### src/rtl/mips_pkg.sv
// Shared MIPS front-end constants and helpers used by the fetch stage.
package mips_pkg;

  localparam int unsigned XLEN   = 32;
  localparam int unsigned JIDX_W = 26;

  localparam logic [XLEN-1:0] NOP_INSTR = 32'h0000_0000;
  localparam logic [5:0]      OP_J      = 6'd2;

  typedef enum logic [1:0] {
    PC_SEQ,
    PC_HOLD,
    PC_JUMP,
    PC_BRANCH
  } pc_sel_e;

  // J-type region jump: upper nibble comes from the delay-free PC+4 in IF/ID.
  function automatic logic [XLEN-1:0] jump_addr(input logic [XLEN-1:0]   pc4,
                                                input logic [JIDX_W-1:0] idx);
    return {pc4[XLEN-1:XLEN-4], idx, 2'b00};
  endfunction

endpackage

### src/rtl/if_id_reg.sv
// IF/ID pipeline register: instruction, PC+4 and valid with hold and flush.
module if_id_reg
  import mips_pkg::*;
#(
  parameter logic [XLEN-1:0] NOP_INSTR = mips_pkg::NOP_INSTR
) (
  input  logic            clk,
  input  logic            reset_n,
  input  logic            hold,
  input  logic            flush,
  input  logic [XLEN-1:0] instr_d,
  input  logic [XLEN-1:0] pc4_d,
  output logic [XLEN-1:0] instr,
  output logic [XLEN-1:0] pc4,
  output logic            valid
);

  // Flush wins over hold so a redirect during a stall still inserts a bubble.
  always_ff @(posedge clk or negedge reset_n) begin
    if (!reset_n) begin
      instr <= NOP_INSTR;
      pc4   <= '0;
      valid <= 1'b0;
    end else if (flush) begin
      instr <= NOP_INSTR;
      pc4   <= '0;
      valid <= 1'b0;
    end else if (!hold) begin
      instr <= instr_d;
      pc4   <= pc4_d;
      valid <= 1'b1;
    end
  end

endmodule

### src/rtl/if_stage.sv
// Instruction fetch stage: PC register, next-PC select and IF/ID register.
// Optional performance counters are enabled by defining IF_PERF_CNT_EN.
module if_stage
  import mips_pkg::*;
#(
  parameter logic [31:0] RESET_PC  = 32'h0000_0000,
  parameter logic [31:0] NOP_INSTR = mips_pkg::NOP_INSTR
) (
  input  logic                clk,
  input  logic                reset_n,
  input  logic                stall,
  input  logic                jump_en,
  input  logic [JIDX_W-1:0]   jump_target26,
  input  logic                branch_taken,
  input  logic [XLEN-1:0]     branch_target,
  output logic [XLEN-1:0]     imem_addr,
  input  logic [XLEN-1:0]     imem_data,
  output logic [XLEN-1:0]     if_id_instr,
  output logic [XLEN-1:0]     if_id_pc4,
  output logic                if_id_valid,
  output logic [15:0]         fetch_cnt,
  output logic [15:0]         flush_cnt
);

  logic [XLEN-1:0] pc;
  logic [XLEN-1:0] pc_plus4;
  logic [XLEN-1:0] next_pc;
  pc_sel_e         pc_sel;
  logic            flush;

  assign pc_plus4  = pc + 32'd4;
  assign imem_addr = pc;
  assign flush     = branch_taken | jump_en;

  always_comb begin
    pc_sel = PC_SEQ;
    if (branch_taken)  pc_sel = PC_BRANCH;
    else if (jump_en)  pc_sel = PC_JUMP;
    else if (stall)    pc_sel = PC_HOLD;
  end

  always_comb begin
    next_pc = pc_plus4;
    case (pc_sel)
      PC_BRANCH: next_pc = branch_target;
      PC_JUMP:   next_pc = jump_addr(if_id_pc4, jump_target26);
      PC_HOLD:   next_pc = pc;
      default:   next_pc = pc_plus4;
    endcase
  end

  always_ff @(posedge clk or negedge reset_n) begin
    if (!reset_n) pc <= RESET_PC;
    else          pc <= next_pc;
  end

  if_id_reg #(
    .NOP_INSTR (NOP_INSTR)
  ) u_if_id (
    .clk     (clk),
    .reset_n (reset_n),
    .hold    (stall),
    .flush   (flush),
    .instr_d (imem_data),
    .pc4_d   (pc_plus4),
    .instr   (if_id_instr),
    .pc4     (if_id_pc4),
    .valid   (if_id_valid)
  );

`ifdef IF_PERF_CNT_EN
  logic [15:0] fetch_q;
  logic [15:0] flush_q;

  always_ff @(posedge clk or negedge reset_n) begin
    if (!reset_n) begin
      fetch_q <= '0;
      flush_q <= '0;
    end else begin
      if (pc_sel == PC_SEQ && fetch_q != '1) fetch_q <= fetch_q + 16'd1;
      if (flush && flush_q != '1)            flush_q <= flush_q + 16'd1;
    end
  end

  assign fetch_cnt = fetch_q;
  assign flush_cnt = flush_q;
`else
  assign fetch_cnt = '0;
  assign flush_cnt = '0;
`endif

endmodule

### config.mk
export PLATFORM = sky130hd
export DESIGN_NAME = if_stage
export DESIGN_NICKNAME = d
export VERILOG_FILES = /design/src/rtl/mips_pkg.sv /design/src/rtl/if_id_reg.sv /design/src/rtl/if_stage.sv
export SDC_FILE = /design/constraint.sdc
export NUM_CORES = 1
export LEC_CHECK = 0
export ABC_AREA = 1
export CAP_MARGIN = 20
export CELL_PAD_IN_SITES_DETAIL_PLACEMENT = 2
export CELL_PAD_IN_SITES_GLOBAL_PLACEMENT = 2
export CORE_ASPECT_RATIO = 0.75
export CORE_UTILIZATION = 24
export DETAILED_ROUTE_END_ITERATION = 8
export PLACE_DENSITY = 0.84
export RECOVER_POWER = 50
export SKIP_CTS_REPAIR_TIMING = 1
export SLEW_MARGIN = 20
export SYNTH_ARGS = -nofsm -noshare
export SYNTH_HDL_FRONTEND = slang
export SYNTH_HIERARCHICAL = 1
export SYNTH_SLANG_ARGS = --single-unit
export TNS_END_PERCENT = 20
### constraint.sdc
create_clock -name clk -period 1.65 [get_ports clk]
set_input_delay 0.2475 -clock clk [delete_from_list [all_inputs] [get_ports clk]]
set_output_delay 0.2475 -clock clk [all_outputs]
set_load 0.01 [all_outputs]
# ---- After elaboration in Yosys (flattened, before gate mapping)
# Cells that the tools add are included.
dict set report word_totals {
  register_bits 97
  input_bits 95
  output_inout_bits 129
  elab_cells 20
}
dict set report op_classes {
  addsub 1
  n_eq_ne 4
  muxes 10
  bitwise_logic 1
}
# operator n
set op_table {}
lappend op_table {{$mux W32} 4}
lappend op_table {{$pmux W32 S3} 1}
lappend op_table {{$add A32 B3 Y32 const B} 1}
lappend op_table {{$eq A2 B2 Y1 const B} 2}
lappend op_table {{$mux W2} 2}
lappend op_table {{$mux W1} 3}
lappend op_table {{$eq A2 B1 Y1 const B} 1}
lappend op_table {{$ne A2 B1 Y1 const B} 1}
lappend op_table {{$or A1 B1 Y1} 1}

# ---- Logic depth before layout (Yosys ltp)
dict set report depth {
  word_depth 5
  depth_mapped 10
  depth_no_buf 10
}

# ---- By module
# Netlist, hierarchy kept.
# module n_inst cells_each area_per_inst_um2 seq_area_each_um2
set by_module_without_submodules {}
lappend by_module_without_submodules {if_stage 1 384 2751.4 800.8}
lappend by_module_without_submodules {if_id_reg 1 280 2618.8 1626.6}

# ---- Worst setup path after synthesis
# No wires, ideal clock.
dict set report synth_timing {
  path_type {reg-to-reg}
  from {reg pc[3] (netlist: imem_addr[3])}
  to {reg u_if_id.pc4[24]}
  setup_time_ps 117
  arrival_ps 1428
  required_ps 1533
  path_slack_ps 105
  path_stages_with_launch 10
  n_path_buf 0
  synth_period_minus_slack_ps 1545
  cell_sequence {dfrtp_1 ha_1 nand2_1 nor2_4 nand2_2 nor2_4 nand3_1 and2_1 nand2_1 nand2_1}
}
dict set report synth_via {
  elab_chain_cells 3
}
# item line_no
set synth_lines {}
lappend synth_lines {{start: declaration} if_stage.sv:25} ;# logic [XLEN-1:0] pc;
lappend synth_lines {{start signal: assignment} if_stage.sv:54} ;# else pc <= next_pc;
lappend synth_lines {{$add A32 B3 Y32} if_stage.sv:31} ;# assign pc_plus4 = pc + 32'd4;
lappend synth_lines {{named net pc_plus4[24]} if_stage.sv:26} ;# logic [XLEN-1:0] pc_plus4;
lappend synth_lines {{$mux W32} if_id_reg.sv:28} ;# end else if (!hold) begin
lappend synth_lines {{$mux W32} if_id_reg.sv:24} ;# end else if (flush) begin
lappend synth_lines {{end signal: assignment} if_id_reg.sv:30} ;# pc4 <= pc4_d;
lappend synth_lines {{end: declaration} if_id_reg.sv:14} ;# output logic [XLEN-1:0] pc4,
# The timed path passes the listed nets, and every way through them passes these cells. The select of a mux whose other input is x is not followed.
# A chain may end at the register's enable or synchronous reset.

# ---- Final worst setup path
dict set report layout_timing {
  from {reg pc[2] (netlist: imem_addr[2])}
  to {reg pc[19] (netlist: imem_addr[19])}
}
dict set report layout_via {
  elab_chain_cells 2
}
# item line_no
set layout_lines {}
lappend layout_lines {{$add A32 B3 Y32} if_stage.sv:31}
lappend layout_lines {{named net pc_plus4[19]} if_stage.sv:26}
lappend layout_lines {{$pmux W32 S3} if_stage.sv:44} ;# case (pc_sel)
# The timed path passes the listed nets, and every way through them passes these cells.

==> reports/qor.csv <==
stage;metric;value;unit
clock_tree;clk_pin_slew;80;ps
cells_and_area;finish.instance_area;8210;um2
timing;fmax;586;MHz
critical_path;crit_path_frequent_cell;nand2_1;
floorplan;num_rows;46;
critical_path;start_kind;flip-flop;
global_routing;grt_pass1_vias;6040;
placement;dpl.hpwl;16700;um
timing;finalSetupViolations;3;
detailed_routing;wl_per_cell;19.5;um
power_and_ir_drop;p_comb_share;24.7;%
clock_tree;cts_root_buf;clkbuf_16;
min_path;hp-start;stall;
critical_path;crit_fanout;4;
timing;holdWs;411;ps
yosys;mappedNetlistArea;5370;um2
detailed_routing;vias;5490;
clock_tree;cts_tree;built;
detailed_routing;drc;0;
floorplan;die_w;175;um
global_routing;grt_pass1_wl;35400;um
power_and_ir_drop;power.leakage;3.92;nW
placement;finalWeightedCongestion;0.806;
critical_path;crit_path_end_kind;flip-flop;
run_status;violations;setup timing;
power_and_ir_drop;power.internal;4.37;mW
floorplan;design.portCount;224;
timing;fin_setup_tns;-89.0;ps
timing;fin_ws;-55.6;ps
clock_tree;htreeDepth;3;
cells_and_area;layout_common_cells;nand2_1 (213), clkdlybuf4s50_1 (166), dfrtp_1 (91);
critical_path;crit_path_max_incr_delay;400;ps
cells_and_area;diodes;0;
clock_tree;clkSinkCount;97;
min_path;hp-class;in2reg;
detailed_routing;firstDrtPassIters;4;
detailed_routing;via_per_inst;4.68;
power_and_ir_drop;clkPwrFrac;33.7;%
cells_and_area;drive_above_1_share;15.4;%
global_routing;antenna_found_initial;1;
power_and_ir_drop;p_switching;2.10;mW
timing;period_minus_slack;1710;ps
critical_path;path_class;reg2reg;
clock_tree;cts_buffer_depth;2;
critical_path;cp_cell_sequence;buf_4, inv_2, nor2_4, nand3b_1, nor2_1, nand2_1, nand2_1, nand2_1, a21oi_1;
critical_path;cp.required;1920;ps
floorplan;die_area;23000;um2
cells_and_area;nNetsFinal;975;
floorplan;core_area;21500;um2
clock_tree;numCtsBuffers;9;
timing;fin_crit_sh;103;%
timing;relSlewSlack;33.3;%
job;max_cap_violations;0;
cells_and_area;utilization;38.1;%
timing;tightest_slew;1000;ps
critical_path;cp.arrival;1970;ps
timing;rsz0062_at_grt;true;
cells_and_area;seq_area;2430;um2
floorplan;die_h;132;um
detailed_routing;drt_first_iter_violations;228;
placement;place_area;7760;um2
yosys;synth-seq-cells;97;
critical_path;r2r_start;imem_addr[2];
power_and_ir_drop;sequentialPowerShare;41.6;%
yosys;ys_seq_area_share;45.2;%
timing;worst_clock_skew;7.70;ps
clock_tree;insertion_delay;350;ps
power_and_ir_drop;power_switching_share;32.4;%
run_status;status;finished with violations;
placement;dp_worst_setup_slack;-167;ps
power_and_ir_drop;peakVddDrop;0.489;mV
critical_path;crit_start;imem_addr[2];
yosys;syn_inst;664;
detailed_routing;final_antenna_net_count;0;
placement;io_buffers;191;
cells_and_area;layout_commonest_cell;nand2_1;
critical_path;crit_slowest_cell;dfrtp_1;
yosys;yosys.cell_types.count;31;
detailed_routing;wirelength;22900;um
cells_and_area;syn_to_final_growth;52.8;%
yosys;yosys_warnings;6;
floorplan;floorplan.initialDensity;24.9;%
cells_and_area;nFillCells;2436;
power_and_ir_drop;power-per-cell-area;788;nW/um2
global_routing;grt_max_degree;98;
yosys;syn_area_per_cell;8.09;um2
global_routing;overflow;0;
global_routing;grt_usage;19.9;%
cells_and_area;multiInputGateArea;2600;um2
timing;finalHoldViolCount;0;
timing;drv_slew;0;
[cells in the mapped netlist]
| library cell | count | area share, % |
|---|---|---|
| ha_1 | 1 | 0.23 |
| and2_1 | 3 | 0.35 |
| dfrtp_1 | 97 | 45 |
| a21oi_1 | 24 | 2.2 |
| buf_2 | 18 | 1.7 |
| nand4_1 | 1 | 0.12 |
| a22oi_1 | 9 | 1.3 |
| inv_1 | 17 | 1.2 |
| nor2_4 | 11 | 2.3 |
| nor2_8 | 1 | 0.37 |
| nand3_1 | 73 | 6.8 |
| xor2_2 | 5 | 1.5 |
| nand3b_1 | 7 | 0.98 |
| xnor2_1 | 6 | 0.98 |
| a22o_1 | 2 | 0.33 |
| inv_2 | 5 | 0.35 |
| a31oi_1 | 6 | 0.70 |
| nor2_2 | 3 | 0.35 |
| a221oi_1 | 22 | 3.6 |
| nand2_1 | 220 | 15 |
| conb_1 | 1 | 0.070 |
| o21ai_0 | 3 | 0.28 |
| xor2_1 | 3 | 0.49 |
| nor2_1 | 58 | 4.1 |
| buf_8 | 1 | 0.28 |
| buf_6 | 6 | 1.3 |
| nand2_2 | 15 | 1.7 |
| nand2_4 | 2 | 0.42 |
| or2_2 | 1 | 0.12 |
| clkbuf_1 | 9 | 0.63 |
| buf_4 | 34 | 4.8 |
[area by class of cell]
class                      instances  area share (%)
clock buffer                       9            2.74
tap                              288            4.39
timing repair buffer             241            29.6
clock inverter                     7           0.854
sequential                        97            29.7
inverter                          22            1.01
multi-input combinational        508            31.7
[critical path, delay by kind of cell, from the launching register on]
kind / cells / cell delay, ps
buffers and inverters: 2 / 210
AO/OA/AOI/OAI: 1 / 170
flip-flops: 1 / 400
AND/OR/NAND/NOR: 6 / 830
[power groups by stage]
stage / Combinational, mW / Sequential (mW) / Clock [mW]
finish: 1.59 / 2.69 / 2.18
global route: 1.72 / 2.71 / 2.35
CTS: 1.58 / 2.69 / 2.26
detailed placement: 1.57 / 2.73 / 0
global placement: 1.53 / 2.73 / 0
floorplan: 0.583 / 2.79 / 0
[layer usage]
layer | wire, um | global-route usage [%]
met5 | 10 | 0
met4 | 210 | 3.62
met1 | 10000 | 25.6
met2 | 10700 | 32.1
met3 | 1940 | 7.09
[cells by family (layout without fill, tap and decap cells)]
family	Yosys count	after routing	synth area share [%]
compound gates	66	66	8.39
simple gates	395	395	33.0
buf+inv	90	279	10.1
fa+ha+maj	1	1	0.233
xor+xnor	14	14	2.98
other cells	1	32	0.0698
flops	97	97	45.2
[worst paths after layout]
kind                                          to  slack [ps]  cells after the start
worst min register to register  u_if_id/instr[5]         510                      2
worst max-delay path               imem_addr[19]         -60                      9
worst max register to register     imem_addr[19]         -60                      9
min in group asynchronous        u_if_id/pc4[15]         630                      3
max in group asynchronous           imem_addr[5]         260                      3
worst min-delay path             u_if_id/pc4[26]         410                      4
[flip-flops by register name (all words and copies together) (netlist names)]
signal         cells
u_if_id/instr     32
imem_addr         32
u_if_id/pc4       32
u_if_id/valid      1
[stage by stage]
step,power [mW],cells
after global routing,6.78,1172
after floorplan,3.37,695
after global placement,4.26,1150
after CTS,6.53,1166
final,6.47,1172
after detailed placement,4.30,1150
No activity file was read; power rests on OpenSTA's default activity.
